## src/rtl/uncomplement_norm_pkg.sv

```systemverilog
// Shared widths for the uncomplement/normalize stage and the forward complement stage.
// The lane width is built from the significand width and the low-side expansion.
package uncomplement_norm_pkg;

    localparam int unsigned SIGWIDTH       = 11;
    localparam int unsigned LOW_EXPAND     = 1;
    localparam int unsigned UNSIGNED_WIDTH = SIGWIDTH + LOW_EXPAND;
    localparam int unsigned LANES          = 4;
    localparam int unsigned LANE_W         = SIGWIDTH + 4 + LOW_EXPAND;
    localparam int unsigned LANE_LZW       = $clog2(LANE_W + 1);

endpackage

```

## src/rtl/uncomplement_norm_lane_lzc.sv

```systemverilog
// lane_lzc: leading-zero count and left-normalize of one unsigned lane magnitude.
// Compiled only when UNCOMP_LZC_EN is defined.
`ifdef UNCOMP_LZC_EN
module lane_lzc
    import uncomplement_norm_pkg::*;
#(
    parameter int unsigned W   = LANE_W,
    parameter int unsigned LZW = $clog2(W + 1)
) (
    input  logic [W-1:0]   mag,
    output logic [LZW-1:0] lzc,
    output logic [W-1:0]   norm
);

    logic found;

    // A zero magnitude keeps the default count of W, and the shift then yields 0.
    always_comb begin
        found = 1'b0;
        lzc   = LZW'(W);
        for (int unsigned i = 0; i < W; i++) begin
            if (!found && mag[W-1-i]) begin
                found = 1'b1;
                lzc   = LZW'(i);
            end
        end
        norm = mag << lzc;
    end

endmodule
`endif

```

## src/rtl/uncomplement_norm.sv

```systemverilog
// 4-lane two's-complement to sign/magnitude/zero converter, 2-stage valid/ready pipeline.
// Define UNCOMP_LZC_EN to add per-lane leading-zero count and left-normalization.
module uncomplement_norm
    import uncomplement_norm_pkg::*;
#(
    parameter int unsigned W   = LANE_W,
    parameter int unsigned LZW = $clog2(W + 1)
) (
    input  logic                 clk,
    input  logic                 rst,
    input  logic                 in_valid,
    output logic                 in_ready,
    input  logic [LANES*W-1:0]   in_num,
    output logic                 out_valid,
    input  logic                 out_ready,
    output logic [LANES-1:0]     out_sign,
    output logic [LANES*W-1:0]   out_mag,
    output logic [LANES-1:0]     out_zero,
    output logic [LANES*LZW-1:0] out_lzc
);

    logic                 s1_valid;
    logic                 s2_ready;
    logic [LANES-1:0]     s1_sign;
    logic [LANES-1:0]     s1_zero;
    logic [LANES*W-1:0]   s1_mag;

    logic [LANES-1:0]     s1_sign_d;
    logic [LANES-1:0]     s1_zero_d;
    logic [LANES*W-1:0]   s1_mag_d;
    logic [LANES*W-1:0]   s2_mag_d;

    assign s2_ready = ~out_valid | out_ready;
    assign in_ready = ~s1_valid | s2_ready;

    // Magnitude is W-bit unsigned, so the most-negative input maps to 1<<(W-1) exactly.
    always_comb begin
        logic [W-1:0] lane;
        lane      = '0;
        s1_sign_d = '0;
        s1_zero_d = '0;
        s1_mag_d  = '0;
        for (int unsigned i = 0; i < LANES; i++) begin
            lane                 = in_num[i*W +: W];
            s1_sign_d[i]         = lane[W-1];
            s1_zero_d[i]         = (lane == '0);
            s1_mag_d[i*W +: W]   = lane[W-1] ? (~lane + W'(1)) : lane;
        end
    end

`ifdef UNCOMP_LZC_EN
    logic [LANES*LZW-1:0] s2_lzc_d;

    for (genvar g = 0; g < LANES; g++) begin : g_lzc
        lane_lzc #(
            .W   (W),
            .LZW (LZW)
        ) u_lane_lzc (
            .mag  (s1_mag[g*W +: W]),
            .lzc  (s2_lzc_d[g*LZW +: LZW]),
            .norm (s2_mag_d[g*W +: W])
        );
    end

    always_ff @(posedge clk) begin
        if (rst) begin
            out_lzc <= '0;
        end else if (s2_ready && s1_valid) begin
            out_lzc <= s2_lzc_d;
        end
    end
`else
    assign s2_mag_d = s1_mag;
    assign out_lzc  = '0;
`endif

    always_ff @(posedge clk) begin
        if (rst) begin
            s1_valid <= 1'b0;
            s1_sign  <= '0;
            s1_zero  <= '0;
            s1_mag   <= '0;
        end else if (in_ready) begin
            s1_valid <= in_valid;
            if (in_valid) begin
                s1_sign <= s1_sign_d;
                s1_zero <= s1_zero_d;
                s1_mag  <= s1_mag_d;
            end
        end
    end

    always_ff @(posedge clk) begin
        if (rst) begin
            out_valid <= 1'b0;
            out_sign  <= '0;
            out_zero  <= '0;
            out_mag   <= '0;
        end else if (s2_ready) begin
            out_valid <= s1_valid;
            if (s1_valid) begin
                out_sign <= s1_sign;
                out_zero <= s1_zero;
                out_mag  <= s2_mag_d;
            end
        end
    end

endmodule

```

## config.mk

```make
export PLATFORM = sky130hd
export DESIGN_NAME = uncomplement_norm
export DESIGN_NICKNAME = d
export VERILOG_FILES = /design/src/rtl/uncomplement_norm_pkg.sv /design/src/rtl/uncomplement_norm_lane_lzc.sv /design/src/rtl/uncomplement_norm.sv
export SDC_FILE = /design/constraint.sdc
export NUM_CORES = 1
export LEC_CHECK = 0
export ABC_AREA = 0
export CORE_UTILIZATION = 53
export DETAILED_ROUTE_END_ITERATION = 7
export DONT_BUFFER_PORTS = 1
export PLACE_DENSITY = 0.66
export SYNTH_ARGS = -nofsm -noshare
export SYNTH_HDL_FRONTEND = slang
export SYNTH_SLANG_ARGS = --single-unit
```

## constraint.sdc

```tcl
create_clock -name clk -period 3.13 [get_ports clk]
set_input_delay 0.4695 -clock clk [delete_from_list [all_inputs] [get_ports clk]]
set_output_delay 0.4695 -clock clk [all_outputs]
set_load 0.02 [all_outputs]
```

==> key figures <==
Status
  – Status: finished, violations left
  – Failing checks: DRC

Power and ir drop
  – Net switching power: 1020 µW
  – Clock Power Share: 47.6%
  – Power share of the sequential group: 45.1%
  – Static Leak: 0.00256 µW
  – Internal: 3510 µW
  – Sw Ratio: 22.5%
  – Logic pwr share: 7.3%
  – Worst vdd ir: 0.342 mV
  – Pwr Density: 643 nW/µm²

Route
  – DRC violations left: 12
  – Drt initial violations: 301
  – ANT nets after route: 0
  – DR pass1 iterations: 8
  – Vias per cell: 5.59
  – Drt total wl: 14000 µm
  – Drt wl/cell: 15.3 µm
  – Vias: 5103

Final layout
  – Final Non-Filler Cells: 913
  – Ant diodes: 0
  – Layout overhead on the synthesized area: 10.2%
  – End-of-flow core utilization: 60.9%
  – Final net count: 829
  – Share of cells above drive strength 1: 7.01%
  – Final non-filler cell area: 7040 µm²

Floorplanning
  – Die ar.: 12500 µm²
  – # rows: 39
  – I/O pin cnt: 162
  – Starting Density: 55.2%
  – Die X: 112 µm
  – Core box area: 11600 µm²
  – Die height: 112 µm

Timing
  – Hold Fails Final Rpt: 0
  – Final setup violating endpoints: 0
  – Slew @ Worst Pin: 0.690 ns
  – Fin Setup TNS: 0 ns
  – RSZ-0062 raised after global routing: no
  – Period minus WS final: 2.21 ns
  – Fmax: 0.452 GHz
  – Max Clock Skew: 0.00627 ns
  – Final WS setup: 0.916 ns
  – Slew margin rel.: 53.9%
  – Fin crit share: 70.7%
  – Final Max Tran Viols: 0

Setup path
  – Worst path buffer plus inverter count: 1
  – Startpoint Class: register
  – Arrival @ worst endpoint: 2.55 ns
  – Worst path cell trace: nor2b_1, nand2b_2, buf_12, nand2_1, a21oi_1
  – Delay-heaviest family, CP: simple AND/OR/NAND/NOR gates
  – Crit-path max cell delay: 0.65 ns
  – WP data required: 3.47 ns
  – Slowest cell on crit path: nand2b_2
  – Crit-path max FO: 41
  – Setup CP Type: register to register
  – CP Capture Type: register

Synth
  – Post-synthesis area per instance: 8.14 µm²
  – Main synth FF type: dfxtp_1
  – Mapped cell area: 6390 µm²
  – Seq/Total Area, Yosys: 45.8%
  – Top cells by area, synth: dfxtp_1 (46%), nand2_1 (10%), a21oi_1 (7.0%), a211oi_1 (6.1%), xor2_1 (5.1%)
  – EDFF count, synth: 0
  – Largest area contributor in the netlist: dfxtp_1
  – Post-synth ARST share: 0%
  – Synth cell types: 46
  – Synth warn: 0
  – Post-Syn Instances: 785
  – Yosys top cell area share: 45.8%
  – Yosys reg bits: 146

Place
  – PortBufs: 0
  – Pre-CTS setup slack: 0.887 ns
  – Detail Placement HPWL: 9310 µm
  – Placed Area: 6400 µm²
  – Placer Congestion: 0.791
  – Dpl cells: 881

Clock tree
  – Clk_lat worst skew: 0.42 ns
  – Clk sinks: 146
  – H-tree levels: 4
  – Post-CTS setup buffers: 0
  – Worst-path clk slew: 0.06 ns
  – CTS Buffer Depth: 2
  – Quantity of gates resized following cts: 0
  – TritonCTS buffer count: 17
  – CTS tree: done
  – Hold buffer count at cts: 0
  – Root Buffer: clkbuf_16

Global route
  – Total GRT Usage: 23.0%
  – Via count of the first global-routing pass: 4809
  – Largest net degree at the start of global routing: 148
  – GR Overflow Total: 0
  – First-pass GRT wire length: 23000 µm
  – Initial antenna violation count: 0

Worst hold path
  – Worst min-delay path category: primary input to register

Flow run
  – Max-Cap Viols: 0
==> synth_stat cells (2+ instances only) <==
cell      instances
o31ai_2           2
xnor2_1          13
o21ai_0          13
buf_1             5
nand3_1           3
nand2b_1          5
or3_1             7
clkbuf_1         47
buf_4            20
and3_1            2
nand2_1         176
xor2_1           37
mux2i_1           4
o41ai_1           8
a22oi_1           3
a21oi_1          89
ha_1              4
dfxtp_1         146
nor2b_1           5
nor4_1            4
a211oi_1         52
or2_2             3
a31oi_1           5
o31ai_1          10
nor3_1           11
or4_1             7
inv_1            15
nand3b_1          2
or4_4             3
or4b_2            2
nor2_1           67
==> metrics by stage <==
stage	total power (µW)	hold WS (ns)
after global routing	4690	0.0993
after global placement	2400	0.432
after detailed placement	2410	0.440
final	4520	0.120
after floorplan	2390	0.432
after CTS	4570	0.116
==> cell families (layout without fill, tap and decap cells) <==
group	Yosys count	after routing	share of synthesized area, %
multiplexers	4	4	0.627
flip-flops	146	146	45.8
AND/OR/NAND/NOR	301	301	20.5
buffers and inverters	88	54	6.36
adder cells (fa/ha/maj)	4	4	0.783
AO/OA/AOI/OAI	191	191	19.0
XOR/XNOR	50	50	6.85
other	1	20	0.0587
==> final cells by class <==
cell class	instances	area, µm²
clock buffer	23	488
clock inverter	9	151
fill	1089	4530
inverter	15	56.3
multi-input combinational	570	3150
sequential	146	2920
tap	143	179
timing repair buffer	7	90.1
==> flip-flops by register name, indices dropped and copies added, names as in the netlist <==
signal	count
out_sign	4
s1_zero	4
out_valid	1
s1_mag	64
s1_sign	4
out_zero	4
s1_valid	1
out_mag	64
==> final timing paths <==
check                           slack, ns  cells after the start        from           to
worst max-delay path                 0.92                      5   out_valid  out_mag[14]
worst min-delay path                 0.12                      1         rst  out_mag[47]
worst max register to register       0.92                      5   out_valid  out_mag[14]
worst min register to register       0.45                      2  s1_mag[32]  out_mag[32]
==> power by group through the flow <==
stage	Combinational (µW)	Clock [µW]	Sequential, µW
after floorplan	322	0	2060
after global placement	320	0	2080
after CTS	334	2200	2040
after global routing	376	2260	2050
after detailed placement	330	0	2080
final	329	2160	2040
==> cells in the final DEF (no fill, tap or decap), types with 3 or more instances in the layout <==
cell type and count:
nand2b_1 4, clkbuf_16 17, bufinv_16 4, o21ai_0 13, or4_4 3, inv_1 15
dfxtp_1 146, xnor2_1 13, nand3_1 3, nor3_1 11, nor2_1 67, xor2_1 37
o31ai_1 10, nand2_1 176, buf_12 3, nor2b_1 4, buf_4 4, conb_1 20
or2_2 3, mux2i_1 4, a31oi_1 5, clkbuf_8 4, or4_1 7, or3_1 7
nor4_1 4, o41ai_1 8, a21oi_1 88, clkinv_2 3, ha_1 4, a22oi_1 3
a211oi_1 52
==> routing by layer <==
metal	global-route usage (%)	share of wire (%)	vias up	wire, µm
met1	25.7	42	2346	5840
met3	9.20	7.3	14	1010
met5	0	0	-	0
met4	7.75	1.1	0	150
met2	39.8	50	150	6960
li1	-	-	2593	-
Note: power is estimated with default switching activity, not from simulation.
